## src/rtl/mem_port_arbiter_if.sv

```systemverilog
// Signal bundle between the memory-port arbiter, its three requesters
// (fetch, load/store, debug) and the single memory port.
interface mem_port_arbiter_if #(
    parameter int DATA_W = 16,
    parameter int ADDR_W = 16
);
    logic              if_req;
    logic [ADDR_W-1:0] if_addr;
    logic              if_ack;
    logic [DATA_W-1:0] if_rdata;

    logic              dm_req;
    logic              dm_we;
    logic [ADDR_W-1:0] dm_addr;
    logic [DATA_W-1:0] dm_wdata;
    logic              dm_ack;
    logic [DATA_W-1:0] dm_rdata;

    logic              dbg_req;
    logic              dbg_we;
    logic [ADDR_W-1:0] dbg_addr;
    logic [DATA_W-1:0] dbg_wdata;
    logic              dbg_ack;
    logic [DATA_W-1:0] dbg_rdata;

    logic              mem_en;
    logic              mem_we;
    logic [ADDR_W-1:0] mem_addr;
    logic [DATA_W-1:0] mem_wdata;
    logic [DATA_W-1:0] mem_rdata;
    logic              mem_ready;

    modport slave (
        input  if_req, if_addr,
        output if_ack, if_rdata,
        input  dm_req, dm_we, dm_addr, dm_wdata,
        output dm_ack, dm_rdata,
        input  dbg_req, dbg_we, dbg_addr, dbg_wdata,
        output dbg_ack, dbg_rdata,
        output mem_en, mem_we, mem_addr, mem_wdata,
        input  mem_rdata, mem_ready
    );

    modport master (
        output if_req, if_addr,
        input  if_ack, if_rdata,
        output dm_req, dm_we, dm_addr, dm_wdata,
        input  dm_ack, dm_rdata,
        output dbg_req, dbg_we, dbg_addr, dbg_wdata,
        input  dbg_ack, dbg_rdata,
        input  mem_en, mem_we, mem_addr, mem_wdata,
        output mem_rdata, mem_ready
    );
endinterface

```

## src/rtl/mem_port_arbiter.sv

```systemverilog
// Single memory port shared by instruction fetch, load/store and debug,
// with fixed priority, a debug starvation guard and a memory wait timeout.
//
// state | meaning
// ------+----------------------------------------------------------------
// IDLE  | no transaction; arbitrate among pending requests
// ISSUE | mem_en strobe for the granted port; wait timer loaded
// WAIT  | waiting on mem_ready; abort when the wait timer expires
// RESP  | ack to the owner; arbitrate the other ports for a back-to-back grant
module mem_port_arbiter #(
    parameter int DATA_W       = 16,
    parameter int ADDR_W       = 16,
    parameter int TIMEOUT      = 15,
    parameter int STARVE_LIMIT = 8
) (
    input  logic                     clk,
    input  logic                     reset,
    mem_port_arbiter_if.slave        bus,
    output logic                     busy,
    output logic [1:0]               owner,
    output logic                     timeout_err
);

    typedef enum logic [1:0] {
        ST_IDLE  = 2'd0,
        ST_ISSUE = 2'd1,
        ST_WAIT  = 2'd2,
        ST_RESP  = 2'd3
    } state_t;

    localparam logic [1:0] OWN_NONE = 2'b00;
    localparam logic [1:0] OWN_IF   = 2'b01;
    localparam logic [1:0] OWN_DM   = 2'b10;
    localparam logic [1:0] OWN_DBG  = 2'b11;

    localparam int              SW         = (STARVE_LIMIT < 1) ? 1 : $clog2(STARVE_LIMIT + 1);
    localparam logic [SW-1:0]   STARVE_MAX = SW'(STARVE_LIMIT);
    localparam logic [7:0]      WAIT_LOAD  = 8'(TIMEOUT);

    state_t            state_q;
    state_t            state_d;
    logic [1:0]        owner_q;
    logic [1:0]        grant;
    logic              we_q;
    logic [ADDR_W-1:0] addr_q;
    logic [DATA_W-1:0] wdata_q;
    logic [7:0]        wait_cnt_q;
    logic [SW-1:0]     starve_q;
    logic [DATA_W-1:0] if_rdata_q;
    logic [DATA_W-1:0] dm_rdata_q;
    logic [DATA_W-1:0] dbg_rdata_q;
    logic              terr_q;

    logic              arb_en;
    logic              cand_if;
    logic              cand_dm;
    logic              cand_dbg;
    logic              wait_hit;
    logic              wait_abort;
    logic              rd_load;
    logic [DATA_W-1:0] rd_val;

    // The port being acknowledged in RESP still has req high; keep it out
    // of the race so it cannot be granted twice for one request.
    always_comb begin
        arb_en   = (state_q == ST_IDLE) || (state_q == ST_RESP);
        cand_if  = arb_en && bus.if_req  && !((state_q == ST_RESP) && (owner_q == OWN_IF));
        cand_dm  = arb_en && bus.dm_req  && !((state_q == ST_RESP) && (owner_q == OWN_DM));
        cand_dbg = arb_en && bus.dbg_req && !((state_q == ST_RESP) && (owner_q == OWN_DBG));

        grant = OWN_NONE;
        if (cand_dbg && (starve_q == STARVE_MAX)) begin
            grant = OWN_DBG;
        end else if (cand_dm) begin
            grant = OWN_DM;
        end else if (cand_if) begin
            grant = OWN_IF;
        end else if (cand_dbg) begin
            grant = OWN_DBG;
        end
    end

    always_comb begin
        state_d    = state_q;
        wait_hit   = 1'b0;
        wait_abort = 1'b0;
        case (state_q)
            ST_IDLE: begin
                if (grant != OWN_NONE) begin
                    state_d = ST_ISSUE;
                end
            end
            ST_ISSUE: begin
                state_d = ST_WAIT;
            end
            ST_WAIT: begin
                if (bus.mem_ready) begin
                    wait_hit = 1'b1;
                    state_d  = ST_RESP;
                end else if (wait_cnt_q == 8'd0) begin
                    wait_abort = 1'b1;
                    state_d    = ST_RESP;
                end
            end
            ST_RESP: begin
                state_d = (grant != OWN_NONE) ? ST_ISSUE : ST_IDLE;
            end
            default: begin
                state_d = ST_IDLE;
            end
        endcase
    end

    always_ff @(posedge clk) begin
        if (!reset) begin
            state_q <= ST_IDLE;
        end else begin
            state_q <= state_d;
        end
    end

    // Grant only fires in IDLE or RESP, so the latched request stays
    // stable on the memory bus from ISSUE through WAIT.
    always_ff @(posedge clk) begin
        if (!reset) begin
            owner_q <= OWN_NONE;
            we_q    <= 1'b0;
            addr_q  <= '0;
            wdata_q <= '0;
        end else if (grant != OWN_NONE) begin
            owner_q <= grant;
            case (grant)
                OWN_DM: begin
                    we_q    <= bus.dm_we;
                    addr_q  <= bus.dm_addr;
                    wdata_q <= bus.dm_wdata;
                end
                OWN_DBG: begin
                    we_q    <= bus.dbg_we;
                    addr_q  <= bus.dbg_addr;
                    wdata_q <= bus.dbg_wdata;
                end
                default: begin
                    we_q    <= 1'b0;
                    addr_q  <= bus.if_addr;
                    wdata_q <= '0;
                end
            endcase
        end else if (state_q == ST_RESP) begin
            owner_q <= OWN_NONE;
        end
    end

    // Down-counter: loaded in ISSUE, so WAIT spans TIMEOUT+1 cycles before
    // the terminal-count abort.
    always_ff @(posedge clk) begin
        if (!reset) begin
            wait_cnt_q <= 8'd0;
        end else if (state_q == ST_ISSUE) begin
            wait_cnt_q <= WAIT_LOAD;
        end else if ((state_q == ST_WAIT) && !bus.mem_ready && (wait_cnt_q != 8'd0)) begin
            wait_cnt_q <= wait_cnt_q - 8'd1;
        end
    end

    always_ff @(posedge clk) begin
        if (!reset) begin
            starve_q <= '0;
        end else if (!bus.dbg_req || (grant == OWN_DBG)) begin
            starve_q <= '0;
        end else if ((owner_q != OWN_DBG) && (starve_q != STARVE_MAX)) begin
            starve_q <= starve_q + 1'b1;
        end
    end

    // Stores never touch the read-data registers, even on abort.
    assign rd_load = (wait_hit || wait_abort) && !we_q;
    assign rd_val  = wait_hit ? bus.mem_rdata : '1;

    always_ff @(posedge clk) begin
        if (!reset) begin
            if_rdata_q  <= '0;
            dm_rdata_q  <= '0;
            dbg_rdata_q <= '0;
        end else if (rd_load) begin
            case (owner_q)
                OWN_IF:  if_rdata_q  <= rd_val;
                OWN_DM:  dm_rdata_q  <= rd_val;
                OWN_DBG: dbg_rdata_q <= rd_val;
                default: ;
            endcase
        end
    end

    always_ff @(posedge clk) begin
        if (!reset) begin
            terr_q <= 1'b0;
        end else if (wait_abort) begin
            terr_q <= 1'b1;
        end
    end

    assign bus.mem_en    = (state_q == ST_ISSUE);
    assign bus.mem_we    = we_q;
    assign bus.mem_addr  = addr_q;
    assign bus.mem_wdata = wdata_q;

    assign bus.if_ack    = (state_q == ST_RESP) && (owner_q == OWN_IF);
    assign bus.dm_ack    = (state_q == ST_RESP) && (owner_q == OWN_DM);
    assign bus.dbg_ack   = (state_q == ST_RESP) && (owner_q == OWN_DBG);
    assign bus.if_rdata  = if_rdata_q;
    assign bus.dm_rdata  = dm_rdata_q;
    assign bus.dbg_rdata = dbg_rdata_q;

    assign busy        = (state_q != ST_IDLE);
    assign owner       = owner_q;
    assign timeout_err = terr_q;

endmodule

```

## src/flat_wrapper.sv

```systemverilog
// flat-port wrapper written by rule: the top's interface ports become plain ports
module mem_port_arbiter_flat 
#(
    parameter int DATA_W       = 16,
    parameter int ADDR_W       = 16,
    parameter int TIMEOUT      = 15,
    parameter int STARVE_LIMIT = 8
)
  (clk, reset, busy, owner, timeout_err, bus_if_req, bus_if_addr, bus_if_ack, bus_if_rdata, bus_dm_req, bus_dm_we, bus_dm_addr, bus_dm_wdata, bus_dm_ack, bus_dm_rdata, bus_dbg_req, bus_dbg_we, bus_dbg_addr, bus_dbg_wdata, bus_dbg_ack, bus_dbg_rdata, bus_mem_en, bus_mem_we, bus_mem_addr, bus_mem_wdata, bus_mem_rdata, bus_mem_ready);
  mem_port_arbiter_if #(.DATA_W(DATA_W), .ADDR_W(ADDR_W)) bus_i ();
  input  logic clk;
  input  logic reset;
  output logic busy;
  output logic [1:0] owner;
  output logic timeout_err;
  input wire logic [$bits(bus_i.if_req)-1:0] bus_if_req;
  input wire logic [$bits(bus_i.if_addr)-1:0] bus_if_addr;
  output wire logic [$bits(bus_i.if_ack)-1:0] bus_if_ack;
  output wire logic [$bits(bus_i.if_rdata)-1:0] bus_if_rdata;
  input wire logic [$bits(bus_i.dm_req)-1:0] bus_dm_req;
  input wire logic [$bits(bus_i.dm_we)-1:0] bus_dm_we;
  input wire logic [$bits(bus_i.dm_addr)-1:0] bus_dm_addr;
  input wire logic [$bits(bus_i.dm_wdata)-1:0] bus_dm_wdata;
  output wire logic [$bits(bus_i.dm_ack)-1:0] bus_dm_ack;
  output wire logic [$bits(bus_i.dm_rdata)-1:0] bus_dm_rdata;
  input wire logic [$bits(bus_i.dbg_req)-1:0] bus_dbg_req;
  input wire logic [$bits(bus_i.dbg_we)-1:0] bus_dbg_we;
  input wire logic [$bits(bus_i.dbg_addr)-1:0] bus_dbg_addr;
  input wire logic [$bits(bus_i.dbg_wdata)-1:0] bus_dbg_wdata;
  output wire logic [$bits(bus_i.dbg_ack)-1:0] bus_dbg_ack;
  output wire logic [$bits(bus_i.dbg_rdata)-1:0] bus_dbg_rdata;
  output wire logic [$bits(bus_i.mem_en)-1:0] bus_mem_en;
  output wire logic [$bits(bus_i.mem_we)-1:0] bus_mem_we;
  output wire logic [$bits(bus_i.mem_addr)-1:0] bus_mem_addr;
  output wire logic [$bits(bus_i.mem_wdata)-1:0] bus_mem_wdata;
  input wire logic [$bits(bus_i.mem_rdata)-1:0] bus_mem_rdata;
  input wire logic [$bits(bus_i.mem_ready)-1:0] bus_mem_ready;
  assign bus_i.if_req = bus_if_req;
  assign bus_i.if_addr = bus_if_addr;
  assign bus_if_ack = bus_i.if_ack;
  assign bus_if_rdata = bus_i.if_rdata;
  assign bus_i.dm_req = bus_dm_req;
  assign bus_i.dm_we = bus_dm_we;
  assign bus_i.dm_addr = bus_dm_addr;
  assign bus_i.dm_wdata = bus_dm_wdata;
  assign bus_dm_ack = bus_i.dm_ack;
  assign bus_dm_rdata = bus_i.dm_rdata;
  assign bus_i.dbg_req = bus_dbg_req;
  assign bus_i.dbg_we = bus_dbg_we;
  assign bus_i.dbg_addr = bus_dbg_addr;
  assign bus_i.dbg_wdata = bus_dbg_wdata;
  assign bus_dbg_ack = bus_i.dbg_ack;
  assign bus_dbg_rdata = bus_i.dbg_rdata;
  assign bus_mem_en = bus_i.mem_en;
  assign bus_mem_we = bus_i.mem_we;
  assign bus_mem_addr = bus_i.mem_addr;
  assign bus_mem_wdata = bus_i.mem_wdata;
  assign bus_i.mem_rdata = bus_mem_rdata;
  assign bus_i.mem_ready = bus_mem_ready;
  mem_port_arbiter #(.DATA_W(DATA_W), .ADDR_W(ADDR_W), .TIMEOUT(TIMEOUT), .STARVE_LIMIT(STARVE_LIMIT)) u_core (.clk(clk), .reset(reset), .bus(bus_i), .busy(busy), .owner(owner), .timeout_err(timeout_err));
endmodule
```

## config.mk

```make
export PLATFORM = sky130hd
export DESIGN_NAME = mem_port_arbiter_flat
export DESIGN_NICKNAME = d
export VERILOG_FILES = /design/src/rtl/mem_port_arbiter_if.sv /design/src/rtl/mem_port_arbiter.sv /design/src/flat_wrapper.sv
export SDC_FILE = /design/constraint.sdc
export NUM_CORES = 1
export LEC_CHECK = 0
export ABC_AREA = 1
export BUFFER_PORTS_ARGS = -buffer_cell sky130_fd_sc_hd__buf_2
export CORE_MARGIN = 1
export CORE_UTILIZATION = 40
export CTS_BUF_LIST = sky130_fd_sc_hd__clkbuf_8
export DETAILED_ROUTE_END_ITERATION = 10
export PLACE_DENSITY = 0.64
export SYNTH_ARGS = -nofsm -noshare
export SYNTH_HDL_FRONTEND = slang
export SYNTH_SLANG_ARGS = --single-unit
export TNS_END_PERCENT = 5
```

## constraint.sdc

```tcl
create_clock -name clk -period 2.23 [get_ports clk]
set_clock_uncertainty 0.1 [all_clocks]
set_input_delay 0.3345 -clock clk [delete_from_list [all_inputs] [get_ports clk]]
set_output_delay 0.3345 -clock clk [all_outputs]
set_load 0.05 [all_outputs]
```

==> run metrics, run 1 <==
CP delay by family, top flip-flops; Mapped Nets 839; DP Cell Count 1062; num rows 40; All-Layer GR Usage 0.220; CTS tree done; largest net degree at the start of global routing 49; CP max stage delay 0.38 ns; vias in the first global route 4676; Initial DRT Pass Iterations 4; synth top area cells dfxtp_1 (39%), nand2_1 (11%), inv_1 (10%), a21oi_1 (7.5%), nand4_1 (6.4%); min-delay src bus_dbg_addr[12]; # IOs 193; Worst Setup End Kind output pin; initial antenna violation count 1; clk root buf clkbuf_8; Synth Warn # 0; clock slew at reported path FFs 0.10 ns; critical path startpoint category register; initial cell density of the core 0.413; Post-Synthesis Cell Area between 4000 and 5000 µm²; synthesized flop and latch total 98; Clock Latency Late Sink 0.37 ns; Hold Crit Class primary input to register; Vias between 5k and 6k; Fillers 1283; r2r startpoint u_core.state_q[1]; Die Span Y 114 µm; unrepaired setup endpoints after global routing false; Max Clk Rate 0.497 GHz; Seq/Total Area, Yosys 0.394; post-synth top area cell dfxtp_1; nets 1016; Final GP Congestion 0.831; Reg area between 1500 and 2000 µm²; Core ar. 12100 µm²; Cell Count, Final, Fillers Out 1079; cells along the critical path ha_1 > nand3_1 > inv_1 > buf_2; Crit Path Class register to output pin; DRC errors left 0; Area Growth Syn to Fin 27.5%; Congestion Overflow GR 0; share of cells above drive strength 1 0.281; relative slew slack 0.536; Mapped Cells 728; Crit. Startpoint u_core.state_q[1]; Final Critical Period 2.01 ns; Inserted Clock Buffers 9; Max Slew Vio Count 0; Die W 114 µm; Final HPWL DP 10.2 mm; DIE AREA 12900 µm²; Arrival @ worst endpoint 1.58 ns; H-Tree Level Count 3; DRT antenna net count 0; Worst Tran Pin Value 0.692 ns; # setup viols final 0; post-CTS setup buffers 0; syn avg cell area 6.84 µm²; Critical Path Slowest Stage Cell dfxtp_1; via-per-instance ratio approximately 4.7; IO Port Bufs 192; setup TNS after final layout 0 ns; final hold violation count 0; routed wire length 13.8 mm; Max VDD drop around 820 µV; Pwr Density 1260 nW/µm²; top cell type's share of synthesized area 0.394; pre-CTS setup slack 0.157 ns; status finished clean; first-pass GRT wire length 22.7 mm; cts hold-fix bufs 0; area of the multi-input gates ~2300 µm²; MaxCap Viol Count 0; Crit path buffers/inverters 2; deepest clock path buffer count 2; CP max FO 5; fin crit share 0.901; clock sink total 98; WL per Instance 12.8 µm; Worst EP required 1.80 ns; Synth cell types 29; Core Util, Final 0.526; Iter 0 DRT Violations 292; leakage about 3.2 nW; Worst Slack Setup Final between 0.2 and 0.25 ns
## where the power goes
| part | switching [mW] | leakage [nW] | internal, mW |
|---|---|---|---|
| combinational | 3.13 | 2.34 | 1.34 |
| clock | 0.637 | 0.100 | 0.551 |
| sequential | 0.212 | 0.800 | 2.12 |
| total | 3.98 | 3.24 | 4.01 |
## worst paths after layout
check / endpoint / slack, ns / cells past startpoint
max: bus_dm_ack / 0.22 / 4
min: u_core.bus.mem_addr[12] / 0.11 / 3
max reg2reg: u_core.bus.mem_addr[11] / 0.26 / 10
min reg2reg: u_core.bus.dm_rdata[2] / 0.35 / 2
## kinds of logic after synthesis
kind of cell / after synthesis / synth area share
simple gates: 308 / 0.287
flops: 98 / 0.394
fa+ha+maj: 7 / 0.0176
buf+inv: 181 / 0.151
compound gates: 128 / 0.140
xor+xnor: 6 / 0.0106
## cell usage in the layout (no fill, tap or decap), types with 2 or more instances in the layout
master,count
dfxtp_1,97
nand3_1,46
nor2_1,53
clkbuf_8,10
buf_4,11
o21ai_0,36
nand2_1,142
nand4_1,51
nor2_8,2
a21oi_2,13
ha_1,7
clkinvlp_4,2
nand2_2,4
inv_1,134
buf_2,192
nor2_2,2
clkinv_1,2
buf_12,7
xor2_1,5
inv_2,2
a31oi_1,2
nand3_2,4
a21oi_1,75
## stage by stage
step	instance area [µm²]	hold WS (ns)	power (mW)
final	6350	0.112	7.98
after global routing	6350	0.104	8.57
after CTS	6340	0.0972	8.06
after detailed placement	6130	0.333	6.85
after global placement	6130	0.331	6.83
after floorplan	4980	0.344	5.80
## final cells by class
| class | count | area share |
|---|---|---|
| Sequential cell | 98 | 0.309 |
| Multi-Input combinational cell | 449 | 0.358 |
| Inverter | 137 | 0.0810 |
| Timing Repair Buffer | 210 | 0.186 |
| Tap cell | 168 | 0.0331 |
| Clock buffer | 10 | 0.0217 |
| Antenna cell | 1 | 0.000394 |
| Clock inverter | 6 | 0.0104 |
## synth_stat cells
library cell    n
nand2_4         1
clkinv_1        2
xnor2_1         1
a21oi_1        75
inv_2           2
nand2_2         4
ha_1            7
nand2_1       142
buf_1           2
nor2_1         53
buf_6           7
a21oi_2        13
nor2_2          3
nor3b_1         1
clkbuf_1       22
o21ai_1         1
nor2_8          2
xor2_1          5
buf_4           2
dfxtp_1        98
nand3_1        46
buf_2          11
nand3_2         4
nor3_1          1
o21ai_2         1
nand4_1        51
inv_1         133
o21ai_0        36
a31oi_1         2
## sequential cells by signal, indices dropped and copies added, names as in the netlist
name,count
u_core.state_q,2
u_core.bus.dbg_rdata,16
u_core.owner,2
u_core.bus.dm_rdata,16
u_core.timeout_err,1
u_core.bus.if_rdata,16
u_core.bus.mem_wdata,16
u_core.wait_cnt_q,8
u_core.starve_q,4
u_core.bus.mem_addr,16
u_core.bus.mem_we,1
## layer usage
| layer | GRT usage | up-vias | wire length (µm) |
|---|---|---|---|
| met5 | 0 | - | 0 |
| met4 | 0.0912 | 0 | 376 |
| met3 | 0.0643 | 29 | 1070 |
| met2 | 0.343 | 184 | 6150 |
| met1 | 0.283 | 2158 | 6190 |
| li1 | - | 2662 | - |
## worst reg2reg max path, delay by kind of cell, from the launching register on
| family | cells | cell delay [ns] |
|---|---|---|
| simple gates | 6 | 0.67 |
| flops | 1 | 0.38 |
| fa+ha+maj | 1 | 0.32 |
| buf+inv | 2 | 0.29 |
| compound gates | 1 | 0.14 |
## repair_timing
action	in CTS	in global routing
gates resized for setup	0	2
endpoints found under the hold margin	0	0
endpoints found under the setup margin	0	11
No activity file was read; power rests on OpenSTA's default activity.
==> run 2, diff against run 1 <==
--- a/config.mk
+++ b/config.mk
@@ -8,10 +8,10 @@
 export ABC_AREA = 1
 export BUFFER_PORTS_ARGS = -buffer_cell sky130_fd_sc_hd__buf_2
 export CORE_MARGIN = 1
-export CORE_UTILIZATION = 40
+export CORE_UTILIZATION = 51
 export CTS_BUF_LIST = sky130_fd_sc_hd__clkbuf_8
 export DETAILED_ROUTE_END_ITERATION = 10
-export PLACE_DENSITY = 0.64
+export PLACE_DENSITY = 0.79
 export SYNTH_ARGS = -nofsm -noshare
 export SYNTH_HDL_FRONTEND = slang
 export SYNTH_SLANG_ARGS = --single-unit
==> run 2 against run 1 <==
Sequential cell count is the same. Register-to-register slack lost 0.09 ns. First-iteration DRC count shrank 32%. Largest power group unchanged. Critical endpoint is now u_core.bus.mem_addr[1]. Wire length shrank 2.6%. Cell area shrank 1.8%.
==> run metrics, run 2 (synthesis gave the netlist of run 1 again) <==
routed wire length 13.4 mm; Reg power frac 0.298; Worst Tran Pin Value 0.483 ns; Fillers 869; Core Util, Final 0.668; Die Span Y roughly 100 µm; Sw Share 0.510; Reg area a little under 2000 µm²; unrepaired setup endpoints after global routing false; # setup viols final 0; WL per Instance 13.0 µm; clk root buf clkbuf_8; via-per-instance ratio 5.08; r2r worst-path depth 9; Congestion Overflow GR 0; Hold Crit Class primary input to register; num rows 35; Core ar. 9330 µm²; fin crit share 0.924; CP max FO 35; post-CTS setup buffers 0; initial antenna violation count 0; clock slew at reported path FFs 0.10 ns; vias in the first global route 4897; first-pass GRT wire length approximately 22 mm; DRC errors left 0; Final GP Congestion between 0.8 and 0.9; deepest clock path buffer count 2; Arrival @ worst endpoint around 2.2 ns; min-delay src bus_dbg_wdata[13]; leakage 3.20 nW; Iter 0 DRT Violations 198; # diodes 0; H-Tree Level Count 3; IO Port Bufs around 190; r2r startpoint u_core.state_q[0]; critical path startpoint category register; Final Critical Period 2.06 ns; Worst Setup End Kind register; Initial DRT Pass Iterations 5; placed instance area 6050 µm²; Max VDD drop 881 µV; Area Growth Syn to Fin 25.1%; commonest non-fill, non-tap cell in the layout buf_2; Max Slew Vio Count 0; Logic pwr share 0.567; CTS tree done; clock sink total 98; Crit Path Class register to register; most frequent cells in the layout buf_2 (192), nand2_1 (142), inv_1 (134), dfxtp_1 (98), a21oi_1 (75); Vias 5272; MaxCap Viol Count 0; Die W 101 µm; setup TNS after final layout 0 ns; largest net degree at the start of global routing 52; Worst EP required between 2 and 2.5 ns; switching pwr approximately 4 mW; clock share of power 0.135; Clock Latency Late Sink 0.36 ns; DIE AREA 10200 µm²; # IOs 193; Design Area, Final 6230 µm²; r2r setup slk 0.17 ns; nets just over 1k; status finished clean; Inserted Clock Buffers 9; All-Layer GR Usage 0.266; Final HPWL DP between 10 and 15 mm; initial cell density of the core 0.534; relative slew slack 0.676; Pwr Density 1250 nW/µm²; worst reg2reg endpoint u_core.bus.mem_addr[1]; hold path endpoint u_core.bus.mem_wdata[13]; Max Clk Rate 0.485 GHz; worst hold path depth 3; final hold violation count 0; area of the multi-input gates 2270 µm²; share of cells above drive strength 1 0.279; DRT antenna net count 0; internal power 3.83 mW
-- run 2: cell types whose count changed in the layout (fill, tap and decap cells not counted), sizes merged --
| cell | change |
|---|---|
| buf | -2 |
| inv | +2 |
| bufinv | -1 |
| clkbuf | -1 |
| clkinv | -1 |
| clkinvlp | +1 |
| diode | -1 |
-- run 2: critical path, cell delays in order (launching register included) --
cell and delay, ns:
dfxtp_1 0.41, inv_1 0.09, ha_1 0.35, nor2_1 0.20
nand2_4 0.12, nand3_2 0.21, buf_12 0.22, nand2_1 0.07
nor2_1 0.10, a21oi_1 0.07
-- run 2: how the worst max path moves through the flow --
stage,startpoint,end,slack [ns],depth (start not counted)
5_1_grt,u_core.state_q[0],u_core.bus.mem_addr[1],0.004,9
6_report,u_core.state_q[0],u_core.bus.mem_addr[1],0.17,9
3_3_place_gp,u_core.state_q[0],u_core.bus.mem_wdata[14],0.27,10
2_1_floorplan,u_core.owner[1],u_core.bus.mem_addr[10],0.35,7
4_1_cts,u_core.state_q[0],u_core.bus.mem_wdata[3],0.12,10
3_5_place_dp,u_core.state_q[0],u_core.bus.mem_wdata[3],0.16,10
-- run 2: per-stage QoR --
step | hold WS [ns] | setup WS (ns) | cells | total power, mW
after floorplan | 0.344 | 0.346 | 728 | 5.80
after global placement | 0.331 | 0.269 | 1021 | 6.65
after detailed placement | 0.333 | 0.155 | 1021 | 6.76
after CTS | 0.113 | 0.121 | 1037 | 7.83
after global routing | 0.122 | 0.00409 | 1037 | 8.36
final | 0.130 | 0.169 | 1037 | 7.81
-- run 2: layout make-up --
type	count	share of cell area
multi-input cells	449	0.364
flip-flops and latches	98	0.315
repair buffers	208	0.184
inverters	137	0.0825
well taps	129	0.0259
clock buffers	9	0.0199
clock inverters	7	0.00843
-- run 2: power groups by stage --
stage / clock network, mW / logic [mW] / registers, mW
after global routing: 1.15 / 4.84 / 2.37
final: 1.06 / 4.43 / 2.33
after detailed placement: 0 / 4.40 / 2.36
after global placement: 0 / 4.30 / 2.34
after CTS: 1.09 / 4.41 / 2.33
after floorplan: 0 / 2.44 / 3.36
-- run 2: what timing repair did --
| item | in CTS | in global routing |
|---|---|---|
| hold buffers | 0 | 0 |
| gates resized for setup | 0 | 2 |
| endpoints found under the setup margin | 0 | 4 |
-- run 2: layer usage --
layer	track usage	up-vias	routed length, µm
met1	0.314	2377	5610
met3	0.0596	27	875
met4	0.111	0	364
met2	0.466	208	6590
met5	0	-	0
li1	-	2660	-
